==> src/rtl/branch_target_predictor.sv <==
// Branch predictor: per-entry saturating counters plus a tagged target buffer.
// Lookup is combinational from the fetch PC. Training happens on the clock edge
// from the ID-stage resolution. MODE selects bimodal (0) or gshare (1) indexing.
module branch_target_predictor #(
  parameter int ENTRIES = 64,
  parameter int INDEX_W = $clog2(ENTRIES),
  parameter int TAG_W   = 8,
  parameter int CNT_W   = 2,
  parameter int GHR_W   = 6,
  parameter int MODE    = 0
) (
  input  logic             clock,
  input  logic             reset,
  input  logic [31:0]      lu_pc,
  output logic             pred_hit,
  output logic             pred_taken,
  output logic [31:0]      pred_target,
  output logic [GHR_W-1:0] pred_ghr,
  input  logic             upd_valid,
  input  logic [31:0]      upd_pc,
  input  logic [GHR_W-1:0] upd_ghr,
  input  logic             upd_is_branch,
  input  logic             upd_taken,
  input  logic [31:0]      upd_target,
  input  logic             upd_mispredict,
  output logic [31:0]      stat_lookups,
  output logic [31:0]      stat_mispredicts
);

  localparam logic [CNT_W-1:0] CNT_MAX  = {CNT_W{1'b1}};
  localparam logic [CNT_W-1:0] CNT_WEAK = CNT_W'(1) << (CNT_W - 1);

  logic [ENTRIES-1:0]            r_valid;
  logic [ENTRIES-1:0][TAG_W-1:0] r_tag;
  logic [ENTRIES-1:0][29:0]      r_tgt;
  logic [ENTRIES-1:0][CNT_W-1:0] r_cnt;
  logic [GHR_W-1:0]              r_ghr;
  logic [31:0]                   r_stat_lk;
  logic [31:0]                   r_stat_mp;

  logic [INDEX_W-1:0] w_lu_idx, w_upd_idx;
  logic [TAG_W-1:0]   w_lu_tag, w_upd_tag;
  logic               w_lu_hit, w_upd_hit;
  logic [GHR_W:0]     w_ghr_shift;
  logic               w_unused;

  // Index/tag extraction; gshare folds history into the low index bits.
  always_comb begin
    w_lu_idx  = lu_pc[INDEX_W+1:2];
    w_upd_idx = upd_pc[INDEX_W+1:2];
    if (MODE == 1) begin
      w_lu_idx  = w_lu_idx  ^ INDEX_W'(r_ghr);
      w_upd_idx = w_upd_idx ^ INDEX_W'(upd_ghr);
    end
    w_lu_tag  = lu_pc[TAG_W+INDEX_W+1:INDEX_W+2];
    w_upd_tag = upd_pc[TAG_W+INDEX_W+1:INDEX_W+2];
  end

  assign w_lu_hit    = r_valid[w_lu_idx]  && (r_tag[w_lu_idx]  == w_lu_tag);
  assign w_upd_hit   = r_valid[w_upd_idx] && (r_tag[w_upd_idx] == w_upd_tag);
  assign w_ghr_shift = {r_ghr, upd_taken};
  assign w_unused    = ^{lu_pc, upd_pc, upd_target[1:0]};

  assign pred_hit         = w_lu_hit;
  assign pred_taken       = w_lu_hit && r_cnt[w_lu_idx][CNT_W-1];
  assign pred_target      = pred_taken ? {r_tgt[w_lu_idx], 2'b00} : lu_pc + 32'd4;
  assign pred_ghr         = r_ghr;
  assign stat_lookups     = r_stat_lk;
  assign stat_mispredicts = r_stat_mp;

  // Table training: jumps and taken misses allocate, branch hits adjust the counter.
  always_ff @(posedge clock or negedge reset) begin
    if (!reset) begin
      for (int i = 0; i < ENTRIES; i++) begin
        r_valid[i] <= 1'b0;
        r_tag[i]   <= '0;
        r_tgt[i]   <= '0;
        r_cnt[i]   <= CNT_WEAK;
      end
    end else if (upd_valid) begin
      if (!upd_is_branch || (!w_upd_hit && upd_taken)) begin
        r_valid[w_upd_idx] <= 1'b1;
        r_tag[w_upd_idx]   <= w_upd_tag;
        r_tgt[w_upd_idx]   <= upd_target[31:2];
        r_cnt[w_upd_idx]   <= CNT_MAX;
      end else if (w_upd_hit) begin
        if (upd_taken) begin
          r_tgt[w_upd_idx] <= upd_target[31:2];
          if (r_cnt[w_upd_idx] != CNT_MAX)
            r_cnt[w_upd_idx] <= r_cnt[w_upd_idx] + CNT_W'(1);
        end else if (r_cnt[w_upd_idx] != '0) begin
          r_cnt[w_upd_idx] <= r_cnt[w_upd_idx] - CNT_W'(1);
        end
      end
    end
  end

  // Global history shifts only on conditional branch outcomes.
  always_ff @(posedge clock or negedge reset) begin
    if (!reset)                        r_ghr <= '0;
    else if (upd_valid && upd_is_branch) r_ghr <= w_ghr_shift[GHR_W-1:0];
  end

  // Saturating resolution / mispredict counters.
  always_ff @(posedge clock or negedge reset) begin
    if (!reset) begin
      r_stat_lk <= '0;
      r_stat_mp <= '0;
    end else if (upd_valid) begin
      if (r_stat_lk != '1) r_stat_lk <= r_stat_lk + 32'd1;
      if (upd_mispredict && (r_stat_mp != '1)) r_stat_mp <= r_stat_mp + 32'd1;
    end
  end

endmodule

==> config.mk <==
export PLATFORM = sky130hd
export DESIGN_NAME = branch_target_predictor
export DESIGN_NICKNAME = d
export VERILOG_FILES = /design/src/rtl/branch_target_predictor.sv
export SDC_FILE = /design/constraint.sdc
export NUM_CORES = 2
export LEC_CHECK = 0
export CORE_MARGIN = 5
export CORE_UTILIZATION = 65
export CTS_BUF_LIST = sky130_fd_sc_hd__clkbuf_4
export CTS_CLUSTER_DIAMETER = 80
export CTS_CLUSTER_SIZE = 20
export DETAILED_ROUTE_END_ITERATION = 10
export PLACE_DENSITY = 0.82
export SKIP_CTS_REPAIR_TIMING = 1
export SLEW_MARGIN = 15
export SYNTH_ARGS = -nofsm -noshare
export SYNTH_HDL_FRONTEND = slang
export SYNTH_SLANG_ARGS = --single-unit
==> constraint.sdc <==
create_clock -name clock -period 7.2 [get_ports clock]
set_clock_uncertainty 0.2 [all_clocks]
set_input_delay 1.44 -clock clock [delete_from_list [all_inputs] [get_ports clock]]
set_output_delay 1.44 -clock clock [all_outputs]
set_load 0.03 [all_outputs]
Word level (Yosys, flattened, before mapping). Index checks and enable logic that the tools add are counted.

Flip-flop bits (word level): 2694. Output and inout port bits: 104.

$add $sub $neg: 5. Magnitude comparators: 3. Equal/unequal tests: 6. Multiplexer cells: 35. Bitwise operators: 2. Reductions and logical operators: 19.

Operator list (number): $mux 1920 (3); $bwmux 1920 (1); $mux 128 (5); $bwmux 512 (1); $bwmux 128 (2); $bmux 30 s6 (1); $demux 30 s6 (1); $or 128x128->128 (1); $bmux 8 s6 (2); $add 32x1->32 const B (2); $ne 32x32->1 const B (2); $or 64x64->64 (1); $mux 30 (2); $demux 8 s6 (1); $add 32x3->32 const B (1); $mux 32 (1); $bmux 2 s6 (2); $mux 8 (3); $eq 8x8->1 (2); $lt 6x7->1 const B (2); $bmux 1 s6 (2); $demux 2 s6 (1); $logic_and 1x1->1 (7); $demux 1 s6 (1); 14 further kinds (23).

Depth between registers and ports, before layout.
Depth after elaboration: 9. Depth in mapped cells: 19.

Worst setup path before layout. Ideal clock, no wire load.

Path kind: input -> output. Start point: input lu_pc[2]. End point: output pred_target[3]. Data arrival time: 5527 ps. Data required time: 5560 ps. Path slack: 33 ps. Cell stages on the path: 12. Path buffers: 5. Cell sequence: clkbuf_1 -> buf_2 -> buf_1 -> mux4_2 -> mux4_2 -> mux4_2 -> xnor2_1 -> nand2_1 -> or4_1 -> clkbuf_1 -> clkbuf_1 -> o21ai_0.

Word-level cells in the longest chain between the ends: 6.

Ends and longest elaborated chain: start, declared (line 14) `input logic [31:0] lu_pc,`; $bmux 8 s6 (line 59) `assign w_lu_hit = r_valid[w_lu_idx] && (r_tag[w_lu_idx] == w_lu_tag);`; $mux 8 (implied by the code) (line 59); $eq 8x8->1 (line 59); $logic_and 1x1->1 (line 59); $logic_and 1x1->1 (line 65) `assign pred_taken = w_lu_hit && r_cnt[w_lu_idx][CNT_W-1];`; $mux 32 * (line 66) `assign pred_target = pred_taken ? {r_tgt[w_lu_idx], 2'b00} : lu_pc + 32'd4;`; end, declared (line 17) `output logic [31:0] pred_target,`.

Mark *: on every way between the ends. The rest lies on a longest branch, timed or not. The select of a mux whose other input is x is not followed.

Worst setup path after layout.
Start point: input lu_pc[2]. End point: output pred_target[15].

The elaborated chain is that of the path after synthesis.

==> flow_metrics.py <==
metrics = {
    "outcome": {
        "outcome": "completed",
    },
    "place": {
        "postPlaceCellArea_um2": 133000,
        "io_buffers": 185,
        "gp_congestion": 0.968,
        "hpwl_um": 214000,
    },
    "setup_path": {
        "slowest_delay_ns": 0.70,
        "critPathKind": "input pin to output pin",
        "crit_fanout": 49,
        "crit_top_cell": "buf_12",
        "endpoint_kind": "output pin",
        "crit_start": "lu_pc[2]",
        "worstSetupStartpointType": "input pin",
        "path_delay_family": "buffers and inverters",
        "worstPathArrival_ns": 5.54,
        "critPathBufInv": 7,
        "r2r-start": "r_tag[148]$_DFFE_PN0P_",
        "cp_cell_sequence": "buf_12 > buf_12 > mux4_2 > mux4_2 > mux2i_1 > buf_4 > a21oi_1 > xnor2_1 > nand3_1 > or4_2 > buf_12 > buf_6 > nor2_2 > a21oi_1 > buf_4 > buf_12",
        "critPathSlowestCell": "or4_2",
        "worstPathRequired_ns": 5.56,
    },
    "sta": {
        "worst_pin_slew_ns": 1.30,
        "timing.hold.ws_ns": 0.305,
        "rsz0062_at_grt": "true",
        "slew_headroom": 0.131,
        "setup_viol": 0,
        "finalCritPeriodShare": 0.997,
        "finalMaxSlewViolations": 0,
        "hold_viol": 0,
        "fin_tns_setup_ns": 0,
        "min_period_ns": 7.18,
        "fmax_ghz": 0.139,
    },
    "logic_synthesis": {
        "synthFlopType": "dfrtp_1",
        "syn_area_um2": 128000,
        "yosys_warnings": 0,
        "synth_edf_count": 0,
        "syn_inst": 8241,
        "syn_nets": 8354,
        "ys_ff_latch": 2694,
        "avgSynthCellArea_um2": 15.5,
        "synth_seq_area_share": 0.528,
        "synth_cell_types": 68,
        "async_flop_share": 1.00,
    },
    "min_path": {
        "min_from": "stat_mispredicts[11]$_DFFE_PN0P_",
        "min_path_type": "flip-flop to flip-flop",
    },
    "layout": {
        "fin_area_um2": 135000,
        "layout.nets": 8233,
        "drive_gt1_frac": 0.535,
        "areaGrowthSynthToFinish_pct": 5.64,
        "final_cell_mix": "dfrtp_1, mux2_2, mux4_2, buf_4, clkbuf_4",
        "final_common_cell": "dfrtp_1",
    },
    "grt": {
        "antenna_found_initial": 36,
        "grt_max_degree": 189,
        "grt_overflow": 0,
        "grt_pass1_vias": 80680,
        "grt.total_usage": 0.345,
        "grt_pass1_wl_um": 528000,
    },
    "clocking": {
        "clock_latency_ns": 1.44,
        "clock_sink_count": 2694,
        "clk_root_buffer_cell": "clkbuf_4",
        "cts_tree": "yes",
        "cts_buffers": 156,
        "clock_path_buffers": 3,
        "clk_pin_slew_worst_paths_ns": 0.19,
        "htree_levels": 4,
    },
    "pwr": {
        "p_clk_frac": 0.202,
        "switching_share": 0.276,
        "combPwrFrac": 0.181,
        "p_sw_w": 0.00804,
        "seq_power_share": 0.617,
        "leakagePower_nw": 62.6,
        "powerDensity_nw_per_um2": 216,
        "ir_drop_v": 0.000224,
        "intPower_w": 0.0211,
    },
    "detailed_routing": {
        "drc_errors": 0,
        "first_pass_iters": 9,
        "drt_iter0_drc": 8747,
        "vias": 77554,
        "ant_nets": 0,
        "via_per_inst": 7.16,
        "drt_wl_total_um": 352000,
        "wl_per_cell_um": 32.5,
    },
    "run": {
        "maxCapViolations": 0,
    },
    "die": {
        "start_util": 0.654,
        "core_um2": 195000,
        "dieHeight_um": 454,
        "io_pins": 212,
        "die_w_um": 454,
        "rows": 162,
        "design.die.area_um2": 206000,
    },
}
routing by layer:
layer / up-vias / routed length, µm / global-route usage
met5: - / 154 / 0.00420
met4: 8 / 19200 / 0.159
met3: 940 / 35600 / 0.0894
met2: 4103 / 162000 / 0.524
met1: 41797 / 135000 / 0.476
li1: 30706 / - / -
cell usage after synthesis, types with 10 or more instances:
library cell / n / area (µm²)
a21oi_1: 68 / 340
a221oi_1: 49 / 429
a22o_1: 17 / 149
a22oi_1: 79 / 593
a31oi_1: 27 / 169
and3_1: 19 / 119
and4_1: 11 / 96.3
buf_1: 204 / 766
buf_2: 58 / 290
buf_4: 10 / 75.1
clkbuf_1: 531 / 1990
dfrtp_1: 2630 / 65800
dfstp_2: 64 / 1680
mux2_1: 16 / 180
mux2_2: 2592 / 29200
mux2i_1: 101 / 1010
mux4_2: 878 / 19800
nand2_1: 138 / 518
nand3_1: 104 / 521
nand4_1: 33 / 206
nor2_1: 111 / 417
nor2_2: 40 / 250
nor2b_1: 12 / 75.1
nor3_1: 78 / 390
nor4_1: 10 / 62.6
o21ai_0: 24 / 120
o22a_1: 10 / 87.6
o22ai_1: 22 / 138
or2_2: 69 / 432
xnor2_1: 64 / 561
xor2_1: 40 / 350
power by group through the flow:
| stage | clock [W] | sequential (W) | combinational, W |
|---|---|---|---|
| after floorplan | 0 | 0.0180 | 0.00357 |
| after global placement | 0 | 0.0181 | 0.00502 |
| after detailed placement | 0 | 0.0183 | 0.00522 |
| after CTS | 0.00597 | 0.0180 | 0.00523 |
| after global routing | 0.00651 | 0.0182 | 0.00562 |
| final | 0.00588 | 0.0180 | 0.00528 |
worst reg2reg max path, delay by kind of cell (launching register included):
| kind | cells | cell delay (ns) |
|---|---|---|
| and+or+nand+nor | 6 | 2.31 |
| muxes | 2 | 0.98 |
| buffers and inverters | 2 | 0.60 |
| DFF | 1 | 0.46 |
| AOI/OAI and AO/OA | 1 | 0.17 |
| xor gates and xnor gates | 1 | 0.09 |
kinds of logic after synthesis:
family,count (synthesis),share of synthesized area
AOI/OAI and AO/OA,347,0.0192
xor gates and xnor gates,104,0.00712
adders and majority gates,5,0.000489
buffers and inverters,822,0.0254
DFF,2694,0.528
muxes,3587,0.392
and+or+nand+nor,682,0.0277
final timing paths:
| path | endpoint | depth (start not counted) | slack [ns] |
|---|---|---|---|
| min in group asynchronous | r_tag[37]$_DFFE_PN0P_ | 2 | 0.42 |
| max in group asynchronous | r_cnt[121]$_DFFE_PN1P_ | 4 | 4.29 |
| min reg2reg | stat_mispredicts[11]$_DFFE_PN0P_ | 1 | 0.30 |
| max reg2reg | r_valid[4]$_DFFE_PN0P_ | 12 | 2.27 |
| min | stat_mispredicts[11]$_DFFE_PN0P_ | 1 | 0.30 |
| max | pred_target[15] | 16 | 0.02 |
registers in the layout (all words and copies together) (netlist names):
register	flops
r_valid	64
pred_ghr	6
stat_mispredicts	32
r_tag	512
stat_lookups	32
r_cnt	128
r_tgt	1920
per-stage QoR:
stage	total power [W]	utilization	setup slack, ns	cells
2_1_floorplan	0.0215	-	0.0328	8241
3_3_place_gp	0.0231	0.681	-0.301	10578
3_5_place_dp	0.0235	0.681	-0.301	10578
4_1_cts	0.0292	0.689	-0.323	10792
5_1_grt	0.0303	0.691	-0.0410	10818
6_report	0.0292	0.691	0.0237	10834
layout make-up:
cell class / count / area [µm²]
timing repair buffer: 531 / 5110
clock buffer: 182 / 1370
antenna: 34 / 85.1
fill: 12948 / 60300
multi-input combinational: 4725 / 57400
tap: 2624 / 3280
sequential: 2694 / 67500
clock inverter: 32 / 259
inverter: 12 / 46.3
No activity file was read; power rests on OpenSTA's default activity.
